## src/rtl/frame_writer_pkg.sv

```systemverilog
// Shared types and rotation constants for the frame writer.
// The rotation table gives start address and the two address steps.
package frame_writer_pkg;

    typedef enum logic [1:0] {ROT_0, ROT_90, ROT_180, ROT_270} rot_t;

    typedef enum logic [1:0] {IDLE, ACTIVE, DONE} state_t;

    typedef struct packed {
        logic [31:0] start;
        logic [31:0] pix_step;
        logic [31:0] line_step;
    } rot_cfg_t;

    // Negative steps are two's complement; the consumer truncates them.
    function automatic rot_cfg_t rot_cfg(rot_t rot, int unsigned w,
                                         int unsigned h);
        rot_cfg_t c;
        c = '0;
        unique case (rot)
            ROT_0: begin
                c.start     = 32'd0;
                c.pix_step  = 32'd1;
                c.line_step = w;
            end
            ROT_90: begin
                c.start     = h - 32'd1;
                c.pix_step  = h;
                c.line_step = 32'hFFFF_FFFF;
            end
            ROT_180: begin
                c.start     = w * h - 32'd1;
                c.pix_step  = 32'hFFFF_FFFF;
                c.line_step = 32'd0 - w;
            end
            ROT_270: begin
                c.start     = (w - 32'd1) * h;
                c.pix_step  = 32'd0 - h;
                c.line_step = 32'd1;
            end
            default: c = '0;
        endcase
        return c;
    endfunction

endpackage

```

## src/rtl/rot_addr_gen.sv

```systemverilog
// Incremental rotated write-address generator (add/subtract only).
// addr is the address of the pixel being accepted this cycle.
module rot_addr_gen
    import frame_writer_pkg::*;
#(
    parameter int unsigned IMG_W   = 640,
    parameter int unsigned IMG_H   = 480,
    parameter int unsigned ADDR_SZ = 20
) (
    input  logic               clk,
    input  logic               rst,
    input  logic               load,
    input  logic               pix_adv,
    input  logic               line_adv,
    input  rot_t               rot,
    output logic [ADDR_SZ-1:0] addr
);

    rot_cfg_t cfg;
    logic [ADDR_SZ-1:0] line_base;
    logic [ADDR_SZ-1:0] addr_q;
    logic [ADDR_SZ-1:0] pix_step;
    logic [ADDR_SZ-1:0] line_step;
    logic [ADDR_SZ-1:0] base_now;
    logic [ADDR_SZ-1:0] ps_now;
    logic [ADDR_SZ-1:0] ls_now;
    logic unused_hi;

    assign cfg = rot_cfg(rot, IMG_W, IMG_H);
    assign unused_hi = ^{cfg.start[31:ADDR_SZ], cfg.pix_step[31:ADDR_SZ],
                         cfg.line_step[31:ADDR_SZ]};

    // A load makes the current pixel (0,0) of the new rotation.
    always_comb begin
        base_now = load ? cfg.start[ADDR_SZ-1:0] : line_base;
        addr     = load ? cfg.start[ADDR_SZ-1:0] : addr_q;
        ps_now   = load ? cfg.pix_step[ADDR_SZ-1:0] : pix_step;
        ls_now   = load ? cfg.line_step[ADDR_SZ-1:0] : line_step;
    end

    always_ff @(posedge clk or posedge rst) begin
        if (rst) begin
            line_base <= '0;
            addr_q    <= '0;
            pix_step  <= '0;
            line_step <= '0;
        end else begin
            if (load) begin
                pix_step  <= cfg.pix_step[ADDR_SZ-1:0];
                line_step <= cfg.line_step[ADDR_SZ-1:0];
                line_base <= base_now;
                addr_q    <= base_now;
            end
            if (line_adv) begin
                line_base <= base_now + ls_now;
                addr_q    <= base_now + ls_now;
            end else if (pix_adv) begin
                addr_q <= addr + ps_now;
            end
        end
    end

endmodule

```

## src/rtl/frame_writer.sv

```systemverilog
// Writes a start/data/jump pixel stream into frame RAM with rotation,
// reporting frame completion and sticky stream-format errors.
module frame_writer
    import frame_writer_pkg::*;
#(
    parameter int unsigned IMG_W     = 640,
    parameter int unsigned IMG_H     = 480,
    parameter int unsigned ADDR_SZ   = 20,
    parameter int unsigned RAM_WIDTH = 32
) (
    input  logic                 clk_in,
    input  logic                 rst_in,
    input  logic                 start_in,
    input  logic [23:0]          data_in,
    input  logic                 jump_in,
    input  logic [1:0]           rot_in,
    output logic                 ram_we,
    output logic [ADDR_SZ-1:0]   ram_addr,
    output logic [RAM_WIDTH-1:0] ram_wdata,
    output logic                 busy,
    output logic                 frame_done,
    output logic                 err
);

    localparam int XW = $clog2(IMG_W + 1);
    localparam int YW = $clog2(IMG_H + 1);

    state_t state, state_nx;
    logic [XW-1:0] x, cur_x;
    logic [YW-1:0] y, cur_y;
    logic accept, x_end, eol, last, fmt_err, err_nx;
    logic [ADDR_SZ-1:0] addr;

    rot_addr_gen #(
        .IMG_W  (IMG_W),
        .IMG_H  (IMG_H),
        .ADDR_SZ(ADDR_SZ)
    ) u_addr (
        .clk     (clk_in),
        .rst     (rst_in),
        .load    (start_in),
        .pix_adv (accept && !eol),
        .line_adv(accept && eol),
        .rot     (rot_t'(rot_in)),
        .addr    (addr)
    );

    assign busy = (state == ACTIVE);

    // start_in always begins a frame at (0,0), whatever the state.
    always_comb begin
        accept   = start_in || (state == ACTIVE);
        cur_x    = start_in ? '0 : x;
        cur_y    = start_in ? '0 : y;
        x_end    = (cur_x == XW'(IMG_W - 1));
        eol      = jump_in || x_end;
        last     = eol && (cur_y == YW'(IMG_H - 1));
        fmt_err  = accept && (jump_in != x_end);
        err_nx   = start_in ? ((state == ACTIVE) || fmt_err)
                            : (err || fmt_err);
        state_nx = IDLE;
        if (accept)
            state_nx = last ? DONE : ACTIVE;
    end

    always_ff @(posedge clk_in or posedge rst_in) begin
        if (rst_in) begin
            state      <= IDLE;
            x          <= '0;
            y          <= '0;
            err        <= 1'b0;
            ram_we     <= 1'b0;
            ram_addr   <= '0;
            ram_wdata  <= '0;
            frame_done <= 1'b0;
        end else begin
            state      <= state_nx;
            err        <= err_nx;
            ram_we     <= accept;
            ram_addr   <= addr;
            ram_wdata  <= RAM_WIDTH'(data_in);
            frame_done <= (state == DONE);
            if (accept) begin
                if (eol) begin
                    x <= '0;
                    y <= cur_y + YW'(1);
                end else begin
                    x <= cur_x + XW'(1);
                    y <= cur_y;
                end
            end
        end
    end

endmodule

```

## config.mk

```make
export PLATFORM = sky130hd
export DESIGN_NAME = frame_writer
export DESIGN_NICKNAME = d
export VERILOG_FILES = /design/src/rtl/frame_writer_pkg.sv /design/src/rtl/rot_addr_gen.sv /design/src/rtl/frame_writer.sv
export SDC_FILE = /design/constraint.sdc
export NUM_CORES = 1
export LEC_CHECK = 0
export CORE_MARGIN = 4
export CORE_UTILIZATION = 57
export CTS_CLUSTER_DIAMETER = 30
export DETAILED_ROUTE_END_ITERATION = 8
export GPL_TIMING_DRIVEN = 0
export PLACE_DENSITY = 0.79
export SYNTH_ARGS = -nofsm -noshare
export SYNTH_HDL_FRONTEND = slang
export SYNTH_SLANG_ARGS = --single-unit
export TNS_END_PERCENT = 10
```

## constraint.sdc

```tcl
create_clock -name clk_in -period 6.29 [get_ports clk_in]
set_input_delay 1.5725 -clock clk_in [delete_from_list [all_inputs] [get_ports clk_in]]
set_output_delay 1.5725 -clock clk_in [all_outputs]
set_load 0.01 [all_outputs]
```

==> summary.md <==
| Metric | Value |
|---|---|
| DRT antenna net count | 0 |
| First-pass GRT wire length | ~32000 um |
| Slew headroom | 0.5533 |
| Post-synthesis sequential area ratio | 0.4824 |
| CP required | 6640 ps |
| DR DRC count | 0 |
| R2R depth | 12 |
| Total Routed Length | about 20000 um |
| Final GP Congestion | around 0.9 |
| Cell Pwr Density | around 350 nW/um^2 |
| Worst Hold Endpoint | frame_done |
| Crit-path max FO | 10 |
| Die ar. | between 15000 and 20000 um^2 |
| CTS Buf Count | 17 |
| Critical Path AT | ~6300 ps |
| Seq cells post-synth | between 100 and 150 |
| Setup CP Type | input pin to flop |
| Placement Rows | 42 |
| Max clock buf depth | 2 |
| Vias in the first global route | roughly 6500 |
| Leakage | ~0.0044 uW |
| Top Layer Used | met4 |
| CTS HTree Levels | 4 |
| CORE AREA | 13190 um^2 |
| Cells after Synth | between 700 and 800 |
| Startpoint types | input pin |
| Min Tclk post-route | about 6000 ps |
| Clock-pin transition on the worst setup and hold timing paths | 60 ps |
| FF-to-FF End | u_addr.addr_q[18] |
| Cell with the most instances after synthesis | dfrtp_1 |
| Clock sink total | 148 |
| CTS tree | done |
| R2r setup slk | just under 3000 ps |
| FF-to-FF Start | u_addr.addr_q[0] |
| Drt pass-1 iters | 5 |
| Max-cap viol count | 0 |
| Syn-to-layout area delta | 21.81% |
| Clock share of power | 0.323 |
| Number of vias after detailed routing | approximately 6500 |
| Post-Syn Area | between 7000 and 8000 um^2 |
| Critical path endpoint category | flop |
| Fin. max-slew vios | 0 |
| Util after Layout | 0.7090 |
| Via-to-Cell Ratio | between 5 and 6 |
| Int Power | between 2000 and 2500 uW |
| Fmax | between 0.15 and 0.2 GHz |
| Clock Latency Late Sink | between 400 and 500 ps |
| EDFF count, synth | 0 |
| Power, Total | roughly 3300 uW |
| Multi-input logic area | 3595 um^2 |
| Net Sw Frac | 0.3251 |
| Min-Delay Path Depth | 1 |
| Wire length on met2 | ~9500 um |
| Final Hold Fails | 0 |
| Hold_sp | state[0] |
| Routed metal-1 wirelength | between 8000 and 9000 um |
| Worst vdd rail ir drop | a little over 0.0002 V |
| Clock Skews | between 8 and 9 ps |
| Async SR Flop Fraction | 1.000 |
| Die Ht | approximately 120 um |
| IO Pins | 86 |
| Tot GR Track Use | 0.2731 |
| P_sw | 1066 uW |
| Reg area | between 3000 and 4000 um^2 |
| Reg power frac | 0.362 |
| Synth cell count leaders | dfrtp_1 (148), o21ai_0 (75), nand2_1 (61) |
| ANT cells | 0 |
| Cts hold-fix bufs | 0 |
| Min-delay worst type | flop to flop |
| First DRT Iteration DRCs | 570 |
| Status | finished, final reports clean |
| Syn Area/Cell | roughly 9.6 um^2 |
| Port Buf Inserts | slightly below 80 |
| Share of layout cells above drive strength 1 | 0.06024 |
| Comb pwr share | 0.315 |
| Initial Util | 0.5821 |
| Fill cells | 957 |
| Root Driver | clkbuf_16 |
| Slew at the pin closest to its max-slew limit | ~670 ps |
| Antenna violations before repair | 0 |
| Most used DFF post-synth | dfrtp_1 |
| Met3 WL post-DR | between 1500 and 2000 um |
| Yosys top cell area share | 0.4824 |
| Detailed Place HPWL | ~15000 um |
| Remaining global-route overflow | 0 |
| Area contributors post-synth | dfrtp_1 (48%), ha_1 (7.5%), o21ai_0 (4.9%) |
| # setup viols final | 0 |
| Total Nets Final | slightly below 1000 |
| Yosys cell types | just under 70 |
| YS warnings | 0 |
| Cell taking the most area after synthesis | dfrtp_1 |
| Fin crit share | 0.9416 |
| Unrepaired setup endpoints after global routing | no |
| Die X | approximately 120 um |
| WL/cell | between 15 and 20 um |
| Largest net degree at the start of global routing | 88 |
## worst max-delay path, stage by stage
cell             delay [ps]
clkdlybuf4s50_1         470
clkbuf_2                260
clkinv_1                240
clkbuf_1                460
clkbuf_2                390
nand2_1                  90
o31ai_1                 100
ha_1                    260
inv_1                    70
fa_1                    400
and2b_1                 230
o2111ai_1               130
and4_4                  200
o41ai_4                 360
a21oi_2                 120
or4b_1                  540
a31o_1                  240
a21oi_1                 140
## metal layers
layer | global-route usage | up-vias
met5 | 0 | -
met4 | 0.1280 | 0
met3 | 0.05631 | 51
met2 | 0.4456 | 323
met1 | 0.3499 | 3148
li1 | - | 2988
## final cells by class
type	count	share of cell area
Clock inverter	11	0.01619
Buffer	37	0.01873
Tap cell	176	0.02355
Sequential cell	148	0.3960
Inverter	62	0.02542
Multi-Input combinational cell	556	0.3844
Clock buffer	21	0.05031
Timing Repair Buffer	78	0.08536
## cell families (layout without fill, tap and decap cells)
kind of cell    Yosys count  count (layout)  synth area share
compound gates          258             258            0.2094
simple gates            199             199            0.1242
flops                   148             148            0.4824
buf+inv                 101             209           0.05329
fa+ha+maj                48              48           0.08018
xor+xnor                 39              39           0.04449
mux                       4               4          0.005541
other cells               1               8         0.0004884
## power by group through the flow
stage | Combinational (uW) | Sequential, uW | Clock [uW]
global placement | 962 | 1190 | 0
floorplan | 688 | 1200 | 0
finish | 1030 | 1190 | 1060
global route | 1130 | 1200 | 1110
CTS | 1010 | 1190 | 1070
detailed placement | 1000 | 1200 | 0
## through the flow
stage	cell area (um^2)	TNS (ps)	instances	hold WS, ps	worst slack (ps)
after floorplan	7704	0	805	403.5	737.8
after global placement	8695	-160030	1058	407.8	-1066
after detailed placement	8727	-3986	1059	449.7	-824.2
after CTS	9348	0	1090	464.6	40.39
after global routing	9351	0	1089	465.9	46.94
final	9351	0	1089	460.8	367.4
## registers in the layout (all words and copies together), names as in the netlist, 2 cells and up
signal / cells
x: 10
ram_addr: 20
y: 9
u_addr.line_step: 20
state: 2
ram_wdata: 24
u_addr.line_base: 20
u_addr.addr_q: 20
u_addr.pix_step: 20
## worst max-delay path by stage
stage | start | end | depth (start not counted)
after floorplan | rst_in | err | 1
after global placement | rst_in | y[7] | 2
after detailed placement | start_in | u_addr.addr_q[12] | 16
after CTS | rot_in[1] | u_addr.addr_q[18] | 17
after global routing | rot_in[1] | u_addr.addr_q[12] | 16
final | start_in | u_addr.addr_q[16] | 18
## placed cells by master (no fill, tap or decap), types with 4 or more instances in the layout
cell / instances
o22ai_1: 7
a21oi_1: 58
o21ai_0: 75
clkdlybuf4s50_1: 77
clkbuf_16: 17
clkinvlp_4: 4
nand4_1: 6
inv_1: 57
and3_1: 10
xnor2_1: 21
nand2_1: 61
ha_1: 46
o21ai_1: 16
o211ai_1: 6
conb_1: 8
buf_4: 8
a31oi_1: 7
a211oi_1: 11
clkbuf_2: 4
nand3_1: 19
dfrtp_1: 148
nor2b_1: 18
a21o_1: 35
clkbuf_1: 23
nor3_1: 12
o21a_1: 4
xor2_1: 18
or3_1: 7
o21bai_1: 8
nor2_1: 49
## repair_timing
item / CTS / global route
endpoints found under the setup margin: 3 / 10
buffers inserted: 0 / 0
resized for setup: 2 / 9
(Power assumes the default switching activity.)
